<file path="src/rtl/aes_top_pack.sv">
// Shared AES peripheral constants plus the stream word-stats register map.
package aes_top_pack;

   localparam int ADDRESS_SIZE = 32;
   localparam int REG_SIZE     = 32;

   localparam logic [ADDRESS_SIZE-1:0] PERIPHERAL_ADDR = 32'h0000_1000;

   localparam int STATS_MAX_CH    = 16;
   localparam int CTRL_SAT_BIT    = 0;
   localparam int CTRL_COR_BIT    = 1;
   localparam int CTRL_FREEZE_BIT = 2;

   // Byte offsets from the window base; CTRL and OVF follow the counters.
   function automatic logic [ADDRESS_SIZE-1:0] stats_cnt_off(
      input int unsigned i
   );
      return ADDRESS_SIZE'(4 * i);
   endfunction

   function automatic logic [ADDRESS_SIZE-1:0] stats_ctrl_off(
      input int unsigned n
   );
      return ADDRESS_SIZE'(4 * n);
   endfunction

   function automatic logic [ADDRESS_SIZE-1:0] stats_ovf_off(
      input int unsigned n
   );
      return ADDRESS_SIZE'(4 * n + 4);
   endfunction

endpackage

</file>
<file path="src/rtl/aes_stat_counter.sv">
// One beat counter: load/clear pick the base, then a beat adds one.
module aes_stat_counter #(
   parameter int W = 8
) (
   input  logic         clk,
   input  logic         rst,
   input  logic         inc_i,
   input  logic         load_i,
   input  logic [W-1:0] loadval_i,
   input  logic         clear_i,
   input  logic         sat_i,
   output logic [W-1:0] cnt_o,
   output logic         ovf_o
);

   logic [W-1:0] cnt_q, cnt_d, base;

   // Beat is applied on top of a same-cycle load or clear so none is lost.
   always_comb begin
      base  = load_i ? loadval_i : (clear_i ? '0 : cnt_q);
      cnt_d = base;
      ovf_o = 1'b0;
      if (inc_i) begin
         if (&base) begin
            ovf_o = 1'b1;
            cnt_d = sat_i ? base : '0;
         end else begin
            cnt_d = base + W'(1);
         end
      end
   end

   always_ff @(posedge clk) begin
      if (rst) cnt_q <= '0;
      else     cnt_q <= cnt_d;
   end

   assign cnt_o = cnt_q;

endmodule

</file>
<file path="src/rtl/aes_stream_word_stats.sv">
// Per-channel stream beat counters with an Avalon-MM register slave.
module aes_stream_word_stats
   import aes_top_pack::*;
#(
   parameter int                      N_CH      = 3,
   parameter int                      CNT_WIDTH = 8,
   parameter logic [ADDRESS_SIZE-1:0] BASE_ADDR = PERIPHERAL_ADDR
) (
   input  logic                    clk,
   input  logic                    rst,
   input  logic [N_CH-1:0]         beat_i,
   input  logic [ADDRESS_SIZE-1:0] avs_address,
   input  logic                    avs_read,
   input  logic                    avs_write,
   input  logic [REG_SIZE-1:0]     avs_writedata,
   output logic [REG_SIZE-1:0]     avs_readdata,
   output logic                    avs_readdatavalid,
   output logic                    avs_waitrequest,
   output logic                    ovf_irq_o
);

   logic [ADDRESS_SIZE-1:0] off;
   logic                    in_win;
   logic                    ctrl_hit, ovf_hit;
   logic [N_CH-1:0]         cnt_hit;
   logic [N_CH-1:0]         ovf_pulse;
   logic [CNT_WIDTH-1:0]    cnt [N_CH];

   logic [2:0]          ctrl_q, ctrl_d;
   logic [N_CH-1:0]     ovf_q, ovf_d;
   logic [REG_SIZE-1:0] rdata_q, rdata_d;
   logic                rvalid_q, irq_q;
   logic                unused_wd;

   assign off      = avs_address - BASE_ADDR;
   assign in_win   = (avs_address >= BASE_ADDR) && (off[1:0] == 2'b00);
   assign ctrl_hit = in_win && (off == stats_ctrl_off(N_CH));
   assign ovf_hit  = in_win && (off == stats_ovf_off(N_CH));

   for (genvar i = 0; i < N_CH; i++) begin : g_ch
      assign cnt_hit[i] = in_win && (off == stats_cnt_off(i));

      aes_stat_counter #(.W(CNT_WIDTH)) u_cnt (
         .clk       (clk),
         .rst       (rst),
         .inc_i     (beat_i[i] & ~ctrl_q[CTRL_FREEZE_BIT]),
         .load_i    (avs_write & cnt_hit[i]),
         .loadval_i (avs_writedata[CNT_WIDTH-1:0]),
         .clear_i   (avs_read & ctrl_q[CTRL_COR_BIT] & cnt_hit[i]),
         .sat_i     (ctrl_q[CTRL_SAT_BIT]),
         .cnt_o     (cnt[i]),
         .ovf_o     (ovf_pulse[i])
      );
   end

   always_comb begin
      rdata_d = '0;
      for (int i = 0; i < N_CH; i++) begin
         if (cnt_hit[i]) rdata_d = REG_SIZE'(cnt[i]);
      end
      if (ctrl_hit) rdata_d = REG_SIZE'(ctrl_q);
      if (ovf_hit)  rdata_d = REG_SIZE'(ovf_q);
   end

   // A fresh overflow wins over a same-cycle write-1-to-clear.
   always_comb begin
      ctrl_d = ctrl_q;
      ovf_d  = ovf_q;
      if (avs_write && ctrl_hit) ctrl_d = avs_writedata[2:0];
      if (avs_write && ovf_hit)  ovf_d  = ovf_q & ~avs_writedata[N_CH-1:0];
      ovf_d = ovf_d | ovf_pulse;
   end

   always_ff @(posedge clk) begin
      if (rst) begin
         ctrl_q   <= '0;
         ovf_q    <= '0;
         rdata_q  <= '0;
         rvalid_q <= 1'b0;
         irq_q    <= 1'b0;
      end else begin
         ctrl_q   <= ctrl_d;
         ovf_q    <= ovf_d;
         rvalid_q <= avs_read;
         irq_q    <= |ovf_q;
         if (avs_read) rdata_q <= rdata_d;
      end
   end

   assign unused_wd         = ^avs_writedata;
   assign avs_readdata      = rdata_q;
   assign avs_readdatavalid = rvalid_q;
   assign avs_waitrequest   = 1'b0;
   assign ovf_irq_o         = irq_q;

endmodule

</file>
<file path="config.mk">
export PLATFORM = sky130hd
export DESIGN_NAME = aes_stream_word_stats
export DESIGN_NICKNAME = d
export VERILOG_FILES = /design/src/rtl/aes_top_pack.sv /design/src/rtl/aes_stat_counter.sv /design/src/rtl/aes_stream_word_stats.sv
export SDC_FILE = /design/constraint.sdc
export NUM_CORES = 1
export LEC_CHECK = 0
export CAP_MARGIN = 20
export CELL_PAD_IN_SITES_DETAIL_PLACEMENT = 2
export CELL_PAD_IN_SITES_GLOBAL_PLACEMENT = 2
export CORE_MARGIN = 2
export CORE_UTILIZATION = 23
export CTS_BUF_LIST = sky130_fd_sc_hd__clkbuf_8 sky130_fd_sc_hd__clkbuf_16
export DETAILED_ROUTE_END_ITERATION = 10
export PLACE_DENSITY_LB_ADDON = 0.1
export SLEW_MARGIN = 20
export SYNTH_ARGS = -nofsm -noshare
export SYNTH_HDL_FRONTEND = slang
export SYNTH_SLANG_ARGS = --single-unit
</file>
<file path="constraint.sdc">
create_clock -name clk -period 4 [get_ports clk]
set_input_delay 0.6 -clock clk [delete_from_list [all_inputs] [get_ports clk]]
set_output_delay 0.6 -clock clk [all_outputs]
set_load 0.02 [all_outputs]
</file>
==> results.sh, run 1 <==
export IMPL_ys_seq_area_share_pct=26.9
export IMPL_start_kind="primary input"
export IMPL_num_vias=3336
export IMPL_met3_usage_pct=2.57
export IMPL_layout_cells_non_filler=661
export IMPL_ctsLongestPathBuffers=2
export IMPL_rsz0062_at_grt="true"
export IMPL_crit_path_end_kind="flip-flop"
export IMPL_hold_class="reg -> reg"
export IMPL_hold_slack_ns=0.471
export IMPL_p_sw_share_pct=26.3
export IMPL_timing_fmax_mhz=259
export IMPL_insertedDiodeCount=0
export IMPL_numCtsBuffers=5
export IMPL_htreeDepth=2
export IMPL_finalCritPeriodShare_pct=96.7
export IMPL_ys_types=75
export IMPL_worst_pin_slew_ns=0.678
export IMPL_cp_top_family="simple AND/OR/NAND/NOR gates"
export IMPL_synthesis_area_um2=2970
export IMPL_die_area_um2=13900
export IMPL_area_delta_synth_final_pct=46.3
export IMPL_intPower_uw=778
export IMPL_ios=106
export IMPL_hold_violations=0
export IMPL_io_buffers=56
export IMPL_crit_path_max_fanout=9
export IMPL_power_frac_seq_pct=39.0
export IMPL_die_w_um=118
export IMPL_fin_skew_ns=0.00808
export IMPL_grt_busiest_layer="met2"
export IMPL_status="complete, no violations"
export IMPL_slew_headroom_pct=54.7
export IMPL_clock_sinks=40
export IMPL_grt_max_degree=37
export IMPL_drtAntennaViolNets=0
export IMPL_crit_slowest_cell="or4_4"
export IMPL_remaining_drc_errors=0
export IMPL_start_util_pct=23.6
export IMPL_final_min_clock_period_ns=3.87
export IMPL_hold_buffers=0
export IMPL_cp_arrival_ns=4.05
export IMPL_gp_congestion=0.758
export IMPL_netlist_instances=377
export IMPL_final_core_util_pct=34.5
export IMPL_cpPeakStageDelay_ns=0.57
export IMPL_syn_avg_cell_area_um2=7.89
export IMPL_p_comb_share_pct=17.4
export IMPL_antenna_found_initial=0
export IMPL_clk_latency_ns=0.29
export IMPL_cts_clk_slew_worst_paths_ns=0.06
export IMPL_grt_use_met1_pct=24.7
export IMPL_dr_first_iter_drc_count=96
export IMPL_synthFlopType="dfxtp_1"
export IMPL_required_ns=4.18
export IMPL_ys_warn_count=0
export IMPL_grtUsageTotal_pct=18.7
export IMPL_peakVddDrop_mv=0.138
export IMPL_dp_cells=644
export IMPL_synthArstFlopShare_pct=0
export IMPL_p_leak_uw=0.00165
export IMPL_setup_viol=0
export IMPL_grtUsageMet2_pct=32.6
export IMPL_avgRoutedWirePerCell_um=19.8
export IMPL_finalMaxSlewViolations=0
export IMPL_power_switching_uw=278
export IMPL_synth_seq_cells=40
export IMPL_drive_gt1_share_pct=23.9
export IMPL_grt_pass1_vias=3509
export IMPL_grt_first_pass_wirelength_um=20400
export IMPL_row_count=41
export IMPL_cp_common_cell="buf_4"
export IMPL_wl_um=13100
export IMPL_synth_edf_count=0
export IMPL_maxCapViolations=0
export IMPL_clockRootBuffer="clkbuf_16"
export IMPL_grt_overflow=0
export IMPL_cp_num_buf_inv=5
export IMPL_cts_tree="yes"
export IMPL_coreArea_um2=12600
export IMPL_p_clk_share_pct=43.5
export IMPL_powerDensity_nw_per_um2=243
export IMPL_path_cells="clkdlybuf4s50_1 > or4_4 > or4_4 > nor4b_4 > buf_4 > buf_6 > buf_4 > nand3_1 > a22oi_1 > and3_2 > buf_4 > o32ai_2 > a211oi_1"
export IMPL_nets=562
export IMPL_path_class="in -> reg"
export IMPL_hpwl_um=10200
export IMPL_die_height_um=118
export IMPL_first_pass_iters=4
export IMPL_drt_vias_per_instance=5.05
export IMPL_total_power_uw=1060
metrics by stage:
step	worst slack [ns]	setup TNS, ns	area [um2]
after global placement	-0.245	-2.65	4000
after detailed placement	-0.252	-3.97	4000
final	0.132	0	4350
after global routing	-0.0491	-0.258	4350
after floorplan	0.138	0	3060
after CTS	0.0375	0	4170
synth_stat cells (all sizes together) (5+ instances only):
library cell   n  share of area [%]
a22o           5                1.5
a22oi         10                3.2
nor2b          5                1.1
nor4          13                3.7
inv            9                1.1
nor2          21                2.7
o211ai         5                1.8
a21oi         27                4.7
nor3           7                1.6
nand3         17                2.9
clkbuf        12                1.5
nand2         49                6.3
a31oi          5                1.1
dfxtp         40                 27
nand2b        10                2.1
and2          11                2.3
and3           5                1.2
buf           29                7.2
or4            8                2.1
nand4         10                2.1
sequential cells by signal, indices dropped and copies added, names as in the netlist:
signal / cells
ovf_q: 3
ovf_irq_o: 1
g_ch.u_cnt.cnt_o: 24
avs_readdatavalid: 1
ctrl_q: 3
avs_readdata: 8
power groups by stage:
stage                     Sequential, uW  Combinational [uW]  Clock [uW]
after floorplan                      419                94.7           0
after global placement               421                 173           0
after detailed placement             421                 176           0
after CTS                            412                 176         471
after global routing                 412                 199         491
final                                412                 184         460
path summary, 6_finish.rpt:
check,startpoint,endpoint,slack (ns),cells after the start
max,avs_address[5],g_ch[0].u_cnt.cnt_o[2],0.13,13
min,avs_readdata[5],avs_readdata[5],0.47,2
max reg2reg,ctrl_q[1],g_ch[2].u_cnt.cnt_o[5],1.13,12
min reg2reg,avs_readdata[5],avs_readdata[5],0.47,2
cells in the final DEF, fill, tap and decap left out, types with 6 or more instances in the layout:
cell type         n
buf_4            63
clkdlybuf4s50_1  56
nand2_1          47
dfxtp_1          40
a21oi_1          25
conb_1           25
nor2_1           18
nand3_1          17
nand4_1          10
nand2b_1         10
nor4_1            9
and2_1            9
inv_1             8
a22oi_1           8
nor3_1            6
worst min-delay path, delay by kind of cell (launching register included):
family / cells / cell delay, ns
AOI/OAI and AO/OA: 1 / 0.05
DFF: 1 / 0.31
and+or+nand+nor: 1 / 0.06
layout make-up:
| type | instances | area [um2] |
|---|---|---|
| well taps | 172 | 215 |
| fillers | 1475 | 8270 |
| clock buffers | 5 | 125 |
| inverters | 10 | 37.5 |
| flip-flops and latches | 40 | 801 |
| multi-input cells | 310 | 2080 |
| repair buffers | 121 | 1060 |
| clock inverters | 3 | 38.8 |
layer usage:
metal,vias up,part of all wire (%)
li1,1602,-
met4,0,1.1
met2,51,51
met5,-,0
met3,8,3.1
met1,1675,45
repair_timing:
| action | 4_1_cts | 5_1_grt |
|---|---|---|
| gates resized for setup | 1 | 26 |
| setup buffers | 0 | 9 |
| gates cloned | 0 | 0 |
| endpoints found under the setup margin | 1 | 21 |
| pin swaps | 0 | 11 |
cells by family (layout without fill, tap and decap cells):
logic type,count (synthesis),in the layout,synth area share (%)
and+or+nand+nor,174,174,33.5
muxes,3,3,1.05
xor gates and xnor gates,3,3,0.884
buffers and inverters,51,139,9.93
DFF,40,40,26.9
adders and majority gates,3,3,1.26
other,1,25,0.126
AOI/OAI and AO/OA,102,102,26.3
(Power assumes the default switching activity.)
==> run 2, diff against run 1 <==
Settings changed: GPL_TIMING_DRIVEN set to 0.
==> run 2 against run 1 <==
Compared with the run above:
- global-route usage is essentially flat
- sequential share of layout area shrank 0.52 points
- worst hold slack lost 0.00052 ns
- final cell count grew 1.4%
- cell area grew 2.9%
- largest cell class unchanged
==> results.sh, run 2 (same netlist as run 1, synthesis figures left out) <==
export IMPL_gp_congestion=0.803
export IMPL_die_height_um=118
export IMPL_io_buffers=53
export IMPL_drt_vias_per_instance=5.04
export IMPL_dp_cells=627
export IMPL_power_switching_uw=292
export IMPL_remaining_drc_errors=0
export IMPL_grt_overflow=0
export IMPL_intPower_uw=793
export IMPL_finalMaxSlewViolations=0
export IMPL_dp_slack_ns=-1.23
export IMPL_ios=106
export IMPL_worst_pin_slew_ns=1.04
export IMPL_antenna_found_initial=0
export IMPL_grt_first_pass_wirelength_um=20300
export IMPL_htreeDepth=2
export IMPL_nets=571
export IMPL_grt_pass1_vias=3518
export IMPL_crit_path_end_kind="flip-flop"
export IMPL_peakVddDrop_mv=0.143
export IMPL_ctsLongestPathBuffers=2
export IMPL_wl_um=13400
export IMPL_avgRoutedWirePerCell_um=20.0
export IMPL_hold_class="reg -> reg"
export IMPL_required_ns=4.18
export IMPL_crit_path_max_fanout=8
export IMPL_cp_arrival_ns=4.11
export IMPL_hpwl_um=9920
export IMPL_total_power_uw=1080
export IMPL_area_delta_synth_final_pct=50.6
export IMPL_p_comb_share_pct=19.3
export IMPL_fin_skew_ns=0.00766
export IMPL_cts_tree="yes"
export IMPL_row_count=41
export IMPL_die_w_um=118
export IMPL_timing_fmax_mhz=255
export IMPL_mostFrequentLayoutCells="62 x buf_4, 47 x clkdlybuf4s50_1, 44 x nand2_1"
export IMPL_num_vias=3377
export IMPL_clk_latency_ns=0.29
export IMPL_numCtsBuffers=5
export IMPL_final_min_clock_period_ns=3.93
export IMPL_fin_ws_ns=0.0739
export IMPL_slew_headroom_pct=30.2
export IMPL_dr_first_iter_drc_count=110
export IMPL_start_kind="primary input"
export IMPL_hold_buffers=0
export IMPL_coreArea_um2=12600
export IMPL_first_pass_iters=5
export IMPL_grt_max_degree=13
export IMPL_die_area_um2=13900
export IMPL_power_frac_seq_pct=38.0
export IMPL_grtUsageTotal_pct=18.8
export IMPL_drive_gt1_share_pct=25.3
export IMPL_maxCapViolations=0
export IMPL_p_leak_uw=0.00173
export IMPL_layout_cells_non_filler=670
export IMPL_largest_reg_flops=24
export IMPL_powerDensity_nw_per_um2=242
export IMPL_clockRootBuffer="clkbuf_16"
export IMPL_start_util_pct=23.6
export IMPL_insertedDiodeCount=0
export IMPL_drtAntennaViolNets=0
export IMPL_clock_sinks=40
export IMPL_p_sw_share_pct=26.9
export IMPL_finalCritPeriodShare_pct=98.2
export IMPL_p_clk_share_pct=42.7
export IMPL_hold_violations=0
export IMPL_status="complete, no violations"
export IMPL_setup_viol=0
export IMPL_cts_clk_slew_worst_paths_ns=0.06
export IMPL_path_class="in -> reg"
export IMPL_final_common_cell="buf_4"
[run 2: final cells by class]
class,count,area [um2]
fillers,1471,8140
multi-input cells,310,2180
repair buffers,90,816
flip-flops and latches,40,801
plain buffers,40,264
well taps,172,215
clock buffers,5,125
clock inverters,3,38.8
inverters,10,37.5
[run 2: final timing paths]
path	from	to	cells after the start	slack, ns
setup / recovery	avs_address[14]	g_ch[2].u_cnt.cnt_o[5]	14	0.07
setup reg to reg	ctrl_q[1]	g_ch[2].u_cnt.cnt_o[5]	13	0.98
hold reg to reg	avs_readdata[5]	avs_readdata[5]	2	0.47
hold / removal	avs_readdata[5]	avs_readdata[5]	2	0.47
[run 2: power groups by stage]
stage | Combinational, uW | Clock, uW | Sequential (uW)
after floorplan | 94.7 | 0 | 419
after global placement | 175 | 0 | 420
after detailed placement | 178 | 0 | 420
after CTS | 188 | 474 | 411
after global routing | 226 | 489 | 412
final | 209 | 464 | 412
[run 2: metrics by stage]
| step | TNS, ns | util [%] | instance area [um2] | hold WS [ns] |
|---|---|---|---|---|
| after floorplan | 0 | - | 3060 | 0.448 |
| after global placement | -21.04 | 30.2 | 3810 | 0.463 |
| after detailed placement | -22.86 | 30.3 | 3820 | 0.462 |
| after CTS | -0.0374 | 33.3 | 4200 | 0.473 |
| after global routing | -0.174 | 35.5 | 4480 | 0.494 |
| final | 0 | 35.5 | 4480 | 0.471 |
[run 2: worst max-delay path: stages]
cell and delay [ns]:
clkdlybuf4s50_1 0.43, or3_4 0.40, or4_4 0.51, or4_4 0.50, buf_8 0.16, nand2_4 0.07, nand2_4 0.08, ha_4 0.19
and2_4 0.16, a32o_2 0.24, o211ai_2 0.10, o31a_1 0.22, nor2_4 0.07, a221o_1 0.37
[run 2: what timing repair did]
| action | 4_1_cts | 5_1_grt |
|---|---|---|
| gates resized for setup | 21 | 33 |
| pin swaps | 12 | 28 |
| endpoints found under the setup margin | 26 | 21 |
| buffers inserted | 17 | 18 |
[run 2: per-layer routing]
metal | track usage, % | up-vias | share of wire, %
met3 | 2.52 | 14 | 3.4
li1 | - | 1627 | -
met5 | 0 | - | 0
met1 | 24.3 | 1677 | 45
met4 | 4.37 | 0 | 1.4
met2 | 32.9 | 59 | 50
==> run 3, diff against run 2 <==
Settings changed: CELL_PAD_IN_SITES_DETAIL_PLACEMENT 2 to 0, CELL_PAD_IN_SITES_GLOBAL_PLACEMENT 2 to 1, CORE_UTILIZATION 23 to 35.
Clock period 4 ns to 4.85 ns, I/O delays scaled along.
==> run 3 against run 2 <==
Compared with the run above:
- die area shrank 33%
- sequential power shrank 18%
- utilization grew 11 points
- worst hold slack lost 0.0020 ns
==> results.sh, run 3 (same netlist as run 1, synthesis figures left out) <==
export IMPL_avgRoutedWirePerCell_um=17.1
export IMPL_startpoint="avs_address[12]"
export IMPL_crit_end="g_ch[1].u_cnt.cnt_o[2]"
export IMPL_hold_buffers=0
export IMPL_r2r_end="g_ch[2].u_cnt.cnt_o[5]"
export IMPL_hold_violations=0
export IMPL_final_min_clock_period_ns=4.62
export IMPL_drt_vias_per_instance=5.57
export IMPL_crit_slowest_cell="clkdlybuf4s50_1"
export IMPL_htreeDepth=2
export IMPL_finalMaxSlewViolations=0
export IMPL_die_w_um=96.2
export IMPL_cp_common_cell="a21oi_1"
export IMPL_cpPeakStageDelay_ns=0.56
export IMPL_hold_start="avs_readdata[7]"
export IMPL_dp_slack_ns=-0.188
export IMPL_fin_ws_ns=0.227
export IMPL_ctsLongestPathBuffers=2
export IMPL_remaining_drc_errors=0
export IMPL_area_delta_synth_final_pct=29.4
export IMPL_die_area_um2=9250
export IMPL_required_ns=5.06
export IMPL_status="complete, no violations"
export IMPL_fin_skew_ns=0.0148
export IMPL_num_vias=3170
export IMPL_dp_cells=559
export IMPL_clock_sinks=40
export IMPL_slew_headroom_pct=35.6
export IMPL_grt_pass1_vias=2997
export IMPL_drtAntennaViolNets=0
export IMPL_cp_arrival_ns=4.83
export IMPL_antenna_found_initial=0
export IMPL_numCtsBuffers=5
export IMPL_largest_reg_flops=24
export IMPL_setup_viol=0
export IMPL_row_count=33
export IMPL_placed_area_um2=3730
export IMPL_crit_path_end_kind="flip-flop"
export IMPL_crit_path_max_fanout=8
export IMPL_cts_tree="yes"
export IMPL_p_leak_uw=0.00145
export IMPL_coreArea_um2=8220
export IMPL_grt_first_pass_wirelength_um=15600
export IMPL_final_common_cell="clkdlybuf4s50_1"
export IMPL_worst_pin_slew_ns=0.956
export IMPL_hpwl_um=7680
export IMPL_first_pass_iters=5
export IMPL_start_util_pct=36.2
export IMPL_insertedDiodeCount=0
export IMPL_grt_max_degree=13
export IMPL_drive_gt1_share_pct=13.8
export IMPL_peakVddDrop_mv=0.0937
export IMPL_final_area_um2=3850
export IMPL_finalCritPeriodShare_pct=95.3
export IMPL_path_class="in -> reg"
export IMPL_powerDensity_nw_per_um2=182
export IMPL_final_core_util_pct=46.8
export IMPL_clk_latency_ns=0.30
export IMPL_wl_um=9750
export IMPL_grtUsageTotal_pct=22.1
export IMPL_layout_cells_non_filler=569
export IMPL_r2r_cells=13
export IMPL_mostFrequentLayoutCells="53 x clkdlybuf4s50_1, 48 x nand2_1, 40 x dfxtp_1"
export IMPL_timing_fmax_mhz=216
export IMPL_r2r_start="ctrl_q[1]"
export IMPL_maxCapViolations=0
export IMPL_io_buffers=53
export IMPL_die_height_um=96.2
export IMPL_cts_clk_slew_worst_paths_ns=0.08
export IMPL_gp_congestion=0.891
export IMPL_path_cells="clkdlybuf4s50_1 > or4b_4 > nor4_1 > nand4_1 > nor2_2 > a21oi_1 > inv_1 > ha_1 > nand2_1 > o22ai_2 > o211ai_2 > nor3_4 > a21oi_1 > a221oi_1"
export IMPL_grt_overflow=0
export IMPL_dr_first_iter_drc_count=218
export IMPL_nets=538
export IMPL_clockRootBuffer="clkbuf_8"
export IMPL_ios=106
export IMPL_r2r_slack_ns=1.74
export IMPL_start_kind="primary input"
export IMPL_hold_class="reg -> reg"
[run 3: metrics by stage]
stage               TNS [ns]  hold slack (ns)  total power (uW)
global placement       -1.86            0.462               486
finish                     0            0.469               701
CTS                        0            0.471               700
detailed placement     -1.49            0.459               486
global route        -0.00864            0.503               729
floorplan                  0            0.448               424
[run 3: cell type report]
cell class | count | area (um2)
sequential | 40 | 801
timing repair buffer | 56 | 553
multi-input combinational | 310 | 1980
clock buffer | 5 | 68.8
clock inverter | 2 | 12.5
fill | 860 | 4370
inverter | 10 | 37.5
tap | 105 | 131
buffer | 41 | 258
[run 3: timing repair]
item | CTS | global route
endpoints found under the setup margin | 0 | 11
resized for setup | 0 | 2
setup buffers | 0 | 3
[run 3: power breakdown]
group / internal [uW] / total [uW] / switching, uW
clock network: 97.6 / 221 / 123
registers: 334 / 338 / 4.31
logic: 65.4 / 142 / 76.7
total: 497 / 701 / 205
[run 3: worst min path at each step]
stage / endpoint / cells past startpoint / slack, ns
global placement: avs_readdata[3] / 2 / 0.46
finish: avs_readdata[7] / 2 / 0.47
detailed placement: avs_readdata[6] / 2 / 0.46
global route: avs_readdata[7] / 2 / 0.50
floorplan: ovf_irq_o / 2 / 0.45
CTS: avs_readdata[6] / 2 / 0.47
[run 3: critical path, delay by kind of cell]
| family | cells | cell delay [ns] |
|---|---|---|
| AO/OA/AOI/OAI | 5 | 1.20 |
| adder cells (fa/ha/maj) | 1 | 0.24 |
| buffers and inverters | 2 | 0.66 |
| AND/OR/NAND/NOR | 6 | 2.02 |
[run 3: layer usage]
layer	vias up	track usage, %	part of all wire [%]
met5	-	0	0
met4	0	6.90	2.5
met3	18	3.84	6.4
met2	103	36.0	47
met1	1489	29.7	44
li1	1560	-	-
